### src/rtl/fetch_queue_pkg.sv
// Shared fetch/decode definitions: XLEN, the NOP encoding and the fetch-entry record.
// Also holds the occupancy state encoding used by the fetch queue pointer controller.
package fetch_queue_pkg;

  localparam int unsigned XLEN = 32;
  localparam logic [31:0] NOP_INSTR = 32'h0000_0013;

  typedef struct packed {
    logic [XLEN-1:0] pc;
    logic [XLEN-1:0] instruction;
  } fetch_entry_t;

  localparam logic [1:0] FQ_EMPTY   = 2'd0;
  localparam logic [1:0] FQ_PARTIAL = 2'd1;
  localparam logic [1:0] FQ_FULL    = 2'd2;

  function automatic logic [1:0] fq_state(input int unsigned count, input int unsigned depth);
    if (count == 32'd0) begin
      return FQ_EMPTY;
    end else if (count == depth) begin
      return FQ_FULL;
    end else begin
      return FQ_PARTIAL;
    end
  endfunction

endpackage

### src/rtl/fetch_queue_fifo_ptr_ctrl.sv
// Pointer, occupancy and EMPTY/PARTIAL/FULL state tracking for the fetch queue.
// Flush dominates enqueue and dequeue and returns everything to zero.
module fetch_queue_fifo_ptr_ctrl
  import fetch_queue_pkg::*;
#(
  parameter int unsigned DEPTH = 2,
  parameter int unsigned PW    = $clog2(DEPTH),
  parameter int unsigned CW    = $clog2(DEPTH + 1)
) (
  input  logic          i_clk,
  input  logic          i_rst_n,
  input  logic          i_enq,
  input  logic          i_deq,
  input  logic          i_flush,
  output logic          o_wr_en,
  output logic [PW-1:0] o_wptr,
  output logic [PW-1:0] o_rptr,
  output logic [CW-1:0] o_count,
  output logic          o_empty,
  output logic          o_full
);

  logic [PW-1:0] wptr_q, wptr_d;
  logic [PW-1:0] rptr_q, rptr_d;
  logic [CW-1:0] count_q, count_d;
  logic [1:0]    state_q, state_d;

  // Next-state: pointers wrap by width since DEPTH is a power of two
  always_comb begin
    wptr_d  = wptr_q;
    rptr_d  = rptr_q;
    count_d = count_q;
    state_d = state_q;
    if (i_flush) begin
      wptr_d  = '0;
      rptr_d  = '0;
      count_d = '0;
      state_d = FQ_EMPTY;
    end else begin
      if (i_enq) begin
        wptr_d = wptr_q + PW'(1);
      end else begin
        wptr_d = wptr_q;
      end
      if (i_deq) begin
        rptr_d = rptr_q + PW'(1);
      end else begin
        rptr_d = rptr_q;
      end
      case ({i_enq, i_deq})
        2'b10:   count_d = count_q + CW'(1);
        2'b01:   count_d = count_q - CW'(1);
        default: count_d = count_q;
      endcase
      state_d = fq_state(32'(count_d), DEPTH);
    end
  end

  always_ff @(posedge i_clk or negedge i_rst_n) begin
    if (!i_rst_n) begin
      wptr_q  <= '0;
      rptr_q  <= '0;
      count_q <= '0;
      state_q <= FQ_EMPTY;
    end else begin
      wptr_q  <= wptr_d;
      rptr_q  <= rptr_d;
      count_q <= count_d;
      state_q <= state_d;
    end
  end

  assign o_wr_en = i_enq && !i_flush;
  assign o_wptr  = wptr_q;
  assign o_rptr  = rptr_q;
  assign o_count = count_q;
  assign o_empty = (state_q == FQ_EMPTY);
  assign o_full  = (state_q == FQ_FULL);

endmodule

### src/rtl/fetch_queue.sv
// Fetch-to-decode instruction buffer: in-order {pc, instruction} FIFO with flush.
// Optional same-cycle bypass when empty is enabled by defining FETCH_QUEUE_BYPASS_EN.
module fetch_queue #(
  parameter int unsigned      DEPTH     = 2,
  parameter int unsigned      XLEN      = fetch_queue_pkg::XLEN,
  parameter logic [XLEN-1:0]  NOP_INSTR = XLEN'(fetch_queue_pkg::NOP_INSTR)
) (
  input  logic                       i_clk,
  input  logic                       i_rst_n,
  input  logic                       i_valid,
  input  logic [XLEN-1:0]            i_pc,
  input  logic [XLEN-1:0]            i_instruction,
  output logic                       o_ready,
  output logic                       o_valid,
  output logic [XLEN-1:0]            o_pc,
  output logic [XLEN-1:0]            o_instruction,
  input  logic                       i_ready,
  input  logic                       i_flush,
  output logic [$clog2(DEPTH+1)-1:0] o_count
);

  import fetch_queue_pkg::*;

  localparam int unsigned PW = $clog2(DEPTH);
  localparam int unsigned CW = $clog2(DEPTH + 1);

  logic [XLEN-1:0] pc_mem_q    [DEPTH];
  logic [XLEN-1:0] instr_mem_q [DEPTH];

  logic          enq_s, deq_s, bypass_s, wr_en_s, empty_s, full_s;
  logic [PW-1:0] wptr_s, rptr_s;
  logic [CW-1:0] count_s;

`ifdef FETCH_QUEUE_BYPASS_EN
  assign bypass_s = empty_s && i_valid && !i_flush;
`else
  assign bypass_s = 1'b0;
`endif

  // A bypassed entry that decode takes immediately never touches storage
  assign enq_s = i_valid && !full_s && !(bypass_s && i_ready);
  assign deq_s = !empty_s && i_ready;

  fetch_queue_fifo_ptr_ctrl #(
    .DEPTH (DEPTH),
    .PW    (PW),
    .CW    (CW)
  ) u_ptr_ctrl (
    .i_clk   (i_clk),
    .i_rst_n (i_rst_n),
    .i_enq   (enq_s),
    .i_deq   (deq_s),
    .i_flush (i_flush),
    .o_wr_en (wr_en_s),
    .o_wptr  (wptr_s),
    .o_rptr  (rptr_s),
    .o_count (count_s),
    .o_empty (empty_s),
    .o_full  (full_s)
  );

  // Entry storage; contents are intentionally not reset
  always_ff @(posedge i_clk) begin
    if (wr_en_s) begin
      pc_mem_q[wptr_s]    <= i_pc;
      instr_mem_q[wptr_s] <= i_instruction;
    end
  end

  // Head mux: bypass, stored head, or idle NOP
  always_comb begin
    o_valid       = 1'b0;
    o_pc          = '0;
    o_instruction = NOP_INSTR;
    if (bypass_s) begin
      o_valid       = 1'b1;
      o_pc          = i_pc;
      o_instruction = i_instruction;
    end else if (!empty_s) begin
      o_valid       = 1'b1;
      o_pc          = pc_mem_q[rptr_s];
      o_instruction = instr_mem_q[rptr_s];
    end else begin
      o_valid       = 1'b0;
      o_pc          = '0;
      o_instruction = NOP_INSTR;
    end
  end

  assign o_ready = !full_s;
  assign o_count = count_s;

endmodule

### config.mk
export PLATFORM = sky130hd
export DESIGN_NAME = fetch_queue
export DESIGN_NICKNAME = d
export VERILOG_FILES = /design/src/rtl/fetch_queue_pkg.sv /design/src/rtl/fetch_queue_fifo_ptr_ctrl.sv /design/src/rtl/fetch_queue.sv
export SDC_FILE = /design/constraint.sdc
export NUM_CORES = 1
export LEC_CHECK = 0
export BUFFER_PORTS_ARGS = -buffer_cell sky130_fd_sc_hd__buf_4
export CAP_MARGIN = 10
export CORE_MARGIN = 2
export CORE_UTILIZATION = 40
export CTS_BUF_LIST = sky130_fd_sc_hd__clkbuf_4 sky130_fd_sc_hd__clkbuf_8
export DETAILED_ROUTE_END_ITERATION = 8
export HOLD_SLACK_MARGIN = 0.05
export PLACE_DENSITY_LB_ADDON = 0.12
export SKIP_LAST_GASP = 1
export SLEW_MARGIN = 20
export SYNTH_ARGS = -nofsm -noshare
export SYNTH_HDL_FRONTEND = slang
export SYNTH_SLANG_ARGS = --single-unit
### constraint.sdc
create_clock -name i_clk -period 6.5 [get_ports i_clk]
set_input_delay 0.325 -clock i_clk [delete_from_list [all_inputs] [get_ports i_clk]]
set_output_delay 0.325 -clock i_clk [all_outputs]
set_load 0.005 [all_outputs]
==> flow_summary_export.csv <==
group,metric,value,unit
global_route,antenna_found_initial,0,
finish,layout-drive-gt1-share,33.46,%
logic_synthesis,synth_nets,371,
finish,diodes,0,
sta,fin_worst_skew,5.628,ps
sta,drv_slew,0,
clock_network,cts-buffers-inserted,17,
run_status,status,"complete, no violations",
logic_synthesis,synthCells,301,
logic_synthesis,netlist_area,0.005085,mm²
worst_setup_path,critPathMostFrequentCell,"buf_4",
route,ant_nets,0,
pwr,combinationalPowerShare,21.4,%
floorplan,initial_core_util,40.62,%
finish,fin_nets,574,
logic_synthesis,yosys_warnings,0,
sta,fmax,0.3690,GHz
sta,tightest_slew,870.2,ps
pwr,cellPowerDensity,285.9,mW/mm²
logic_synthesis,synth_cell_types,18,
worst_setup_path,worstPathMaxFanout,33,
worst_setup_path,cp-start-kind,"flip-flop",
placement,dp_hpwl,6059,µm
clock_network,clk_latency,430,ps
logic_synthesis,avgSynthCellArea,16.89,µm²
clock_network,tritoncts,"built",
route,drc_errors,0,
sta,fin_crit,2710,ps
route,wl,10040,µm
pwr,power.switching,0.5283,mW
global_route,grt_pass1_vias,3068,
hold_path,hold_path.class,"primary input to flip-flop",
sta,period_share,41.70,%
floorplan,die_w,116.8,µm
sta,rsz0062_at_grt,"false",
floorplan,ios,137,
sta,fin_setup_tns,0,ps
finish,final_util,57.61,%
route,drt-initial-drc-count,118,
worst_setup_path,slowest_delay,660,ps
global_route,grt_usage,15.07,%
route,via_per_inst,4.556,
worst_setup_path,worst-setup-path-type,"flip-flop to primary output",
clock_network,htreeDepth,4,
route,firstDrtPassIters,5,
floorplan,rows,41,
worst_setup_path,required,6170,ps
worst_setup_path,critPathArrivalTime,2390,ps
flow_run,maxCapViolations,0,
clock_network,clock-sinks,133,
sta,relSlewSlack,41.99,%
clock_network,cts.path.max_buffers,2,
worst_setup_path,slowest_stage,"nor2_4",
floorplan,die_y,116.8,µm
worst_setup_path,end_kind,"primary output",
clock_network,post_cts_buffers,0,
sta,hold_viol_final,0,
finish,syn_to_final_growth,41.81,%
clock_network,clk_pin_slew,70,ps
sta,setup_viol_count_final,0,
global_route,grt_overflow,0,
pwr,power.internal,1.533,mW
pwr,p_sw_share,25.63,%
pwr,seq_power_share,49.6,%
global_route,grt_pass1_wl,14970,µm
route,wire_per_inst,14.57,µm
clock_network,cts_root_buf,"clkbuf_8",
placement,routabilityCongestion,0.6914,
pwr,power.leakage,2.717,nW
pwr,ir_drop,0.0001434,V
logic_synthesis,ys_ff_latch,133,
global_route,grt_max_degree,64,
worst_setup_path,path_cells,"nor2_4 > buf_4 > inv_1 > nand2_1 > buf_4",
floorplan,core,0.01252,mm²
floorplan,die-area,0.01363,mm²
logic_synthesis,seq_area_frac_synth,78.05,%
pwr,p_clk_share,29.1,%
route,vias,3139,
placement,port_buffers,136,
[synth_stat cells]
cell / n / area [µm²]
buf_2: 8 / 40.04
a21oi_1: 2 / 10.01
edfxtp_1: 128 / 3844
a22oi_1: 1 / 7.510
or3_1: 2 / 12.51
nor2b_1: 3 / 18.77
nor3_1: 2 / 10.01
ha_1: 1 / 12.51
o21ai_0: 3 / 15.01
buf_4: 6 / 45.04
xor2_1: 1 / 8.760
xnor2_1: 2 / 17.52
nor3b_1: 1 / 7.510
nand2_1: 4 / 15.01
dfrtp_1: 5 / 125.1
inv_1: 4 / 15.01
mux2i_1: 64 / 640.6
nor2_1: 64 / 240.2
[metal layers]
metal / wire length [µm] / GRT usage, % / vias up
met5: 0 / 0 / -
met4: 148 / 5.961 / 0
met3: 652 / 6.020 / 13
met2: 5186 / 25.78 / 96
met1: 4051 / 16.91 / 1518
li1: - / - / 1512
[per-stage QoR]
step / total power, mW / setup slack [ps] / cell area [µm²] / hold WS [ps] / std cells
global placement: 1.458 / 4144 / 6295 / 131.9 / 600
CTS: 2.095 / 3658 / 7181 / 50.24 / 686
floorplan: 1.248 / 559.6 / 5085 / 29.41 / 301
finish: 2.061 / 3790 / 7211 / 87.55 / 689
detailed placement: 1.464 / 4150 / 6295 / 131.1 / 600
global route: 2.166 / 3509 / 7211 / 52.19 / 689
[layout make-up]
| cell class | count | area [µm²] |
|---|---|---|
| multi-input combinational | 150 | 1033 |
| sequential | 133 | 3973 |
| tap | 172 | 215.2 |
| fill | 1062 | 5306 |
| clock buffer | 20 | 256.5 |
| clock inverter | 12 | 88.84 |
| inverter | 4 | 15.01 |
| timing repair buffer | 198 | 1629 |
[worst paths after layout]
check                                           start                    end  slack (ps)  cells past startpoint
max in group asynchronous                     i_rst_n      u_ptr_ctrl.o_rptr        6150                      2
worst min register to register  u_ptr_ctrl.o_count[1]  u_ptr_ctrl.o_count[1]         620                      2
worst min-delay path                          i_pc[5]         pc_mem_q[0][5]          90                      1
worst max register to register  u_ptr_ctrl.state_q[0]      instr_mem_q[0][0]        4370                      5
worst max-delay path            u_ptr_ctrl.state_q[0]       o_instruction[1]        3790                      5
min in group asynchronous                     i_rst_n  u_ptr_ctrl.o_count[1]         230                      2
[power groups by stage]
stage,Clock [mW],Combinational (mW),Sequential (mW)
after floorplan,0,0.223,1.02
after global placement,0,0.419,1.04
after detailed placement,0,0.424,1.04
after CTS,0.621,0.451,1.02
after global routing,0.652,0.487,1.03
final,0.599,0.441,1.02
[cells by family (layout without fill, tap and decap cells)]
logic type / Yosys count / after routing / share of synthesized area [%]
multiplexers: 64 / 64 / 12.60
buffers and inverters: 18 / 234 / 1.968
AO/OA/AOI/OAI: 6 / 6 / 0.6397
AND/OR/NAND/NOR: 76 / 76 / 5.979
adder cells (fa/ha/maj): 1 / 1 / 0.2460
flip-flops: 133 / 133 / 78.05
XOR/XNOR: 3 / 3 / 0.5168
[timing repair]
action | in CTS | in global routing
gates resized for setup | 0 | 0
hold buffers | 54 | 3
hold endpoints to repair | 109 | 5
[flip-flops by register name (all words and copies together) (netlist names)]
register            cells
instr_mem_q            64
u_ptr_ctrl.o_rptr       1
u_ptr_ctrl.o_wptr       1
u_ptr_ctrl.state_q      2
pc_mem_q               64
u_ptr_ctrl.o_count      1
[cells in the final DEF, fill, tap and decap left out]
| cell | count |
|---|---|
| buf_4 | 141 |
| edfxtp_1 | 128 |
| mux2i_1 | 64 |
| nor2_1 | 63 |
| dlygate4sd3_1 | 57 |
| clkbuf_8 | 17 |
| inv_1 | 4 |
| nand2_1 | 4 |
| clkinv_1 | 4 |
| clkinv_2 | 4 |
| dfrtp_1 | 4 |
| o21ai_0 | 3 |
| nor2b_1 | 3 |
| clkbuf_4 | 3 |
| xnor2_1 | 2 |
| or3_1 | 2 |
| a21oi_1 | 2 |
| clkinvlp_4 | 2 |
| nor2_4 | 1 |
| nor3_1 | 1 |
| nor3b_2 | 1 |
| nor3_2 | 1 |
| a22oi_1 | 1 |
| xor2_1 | 1 |
| ha_1 | 1 |
| bufinv_16 | 1 |
| clkinv_4 | 1 |
| dfrtp_4 | 1 |
[worst max-delay path, delay by kind of cell, from the launching register on]
kind,cells,cell delay [ps]
buffers and inverters,3,710
AND/OR/NAND/NOR,2,740
flip-flops,1,480
No activity file was read; power rests on OpenSTA's default activity.
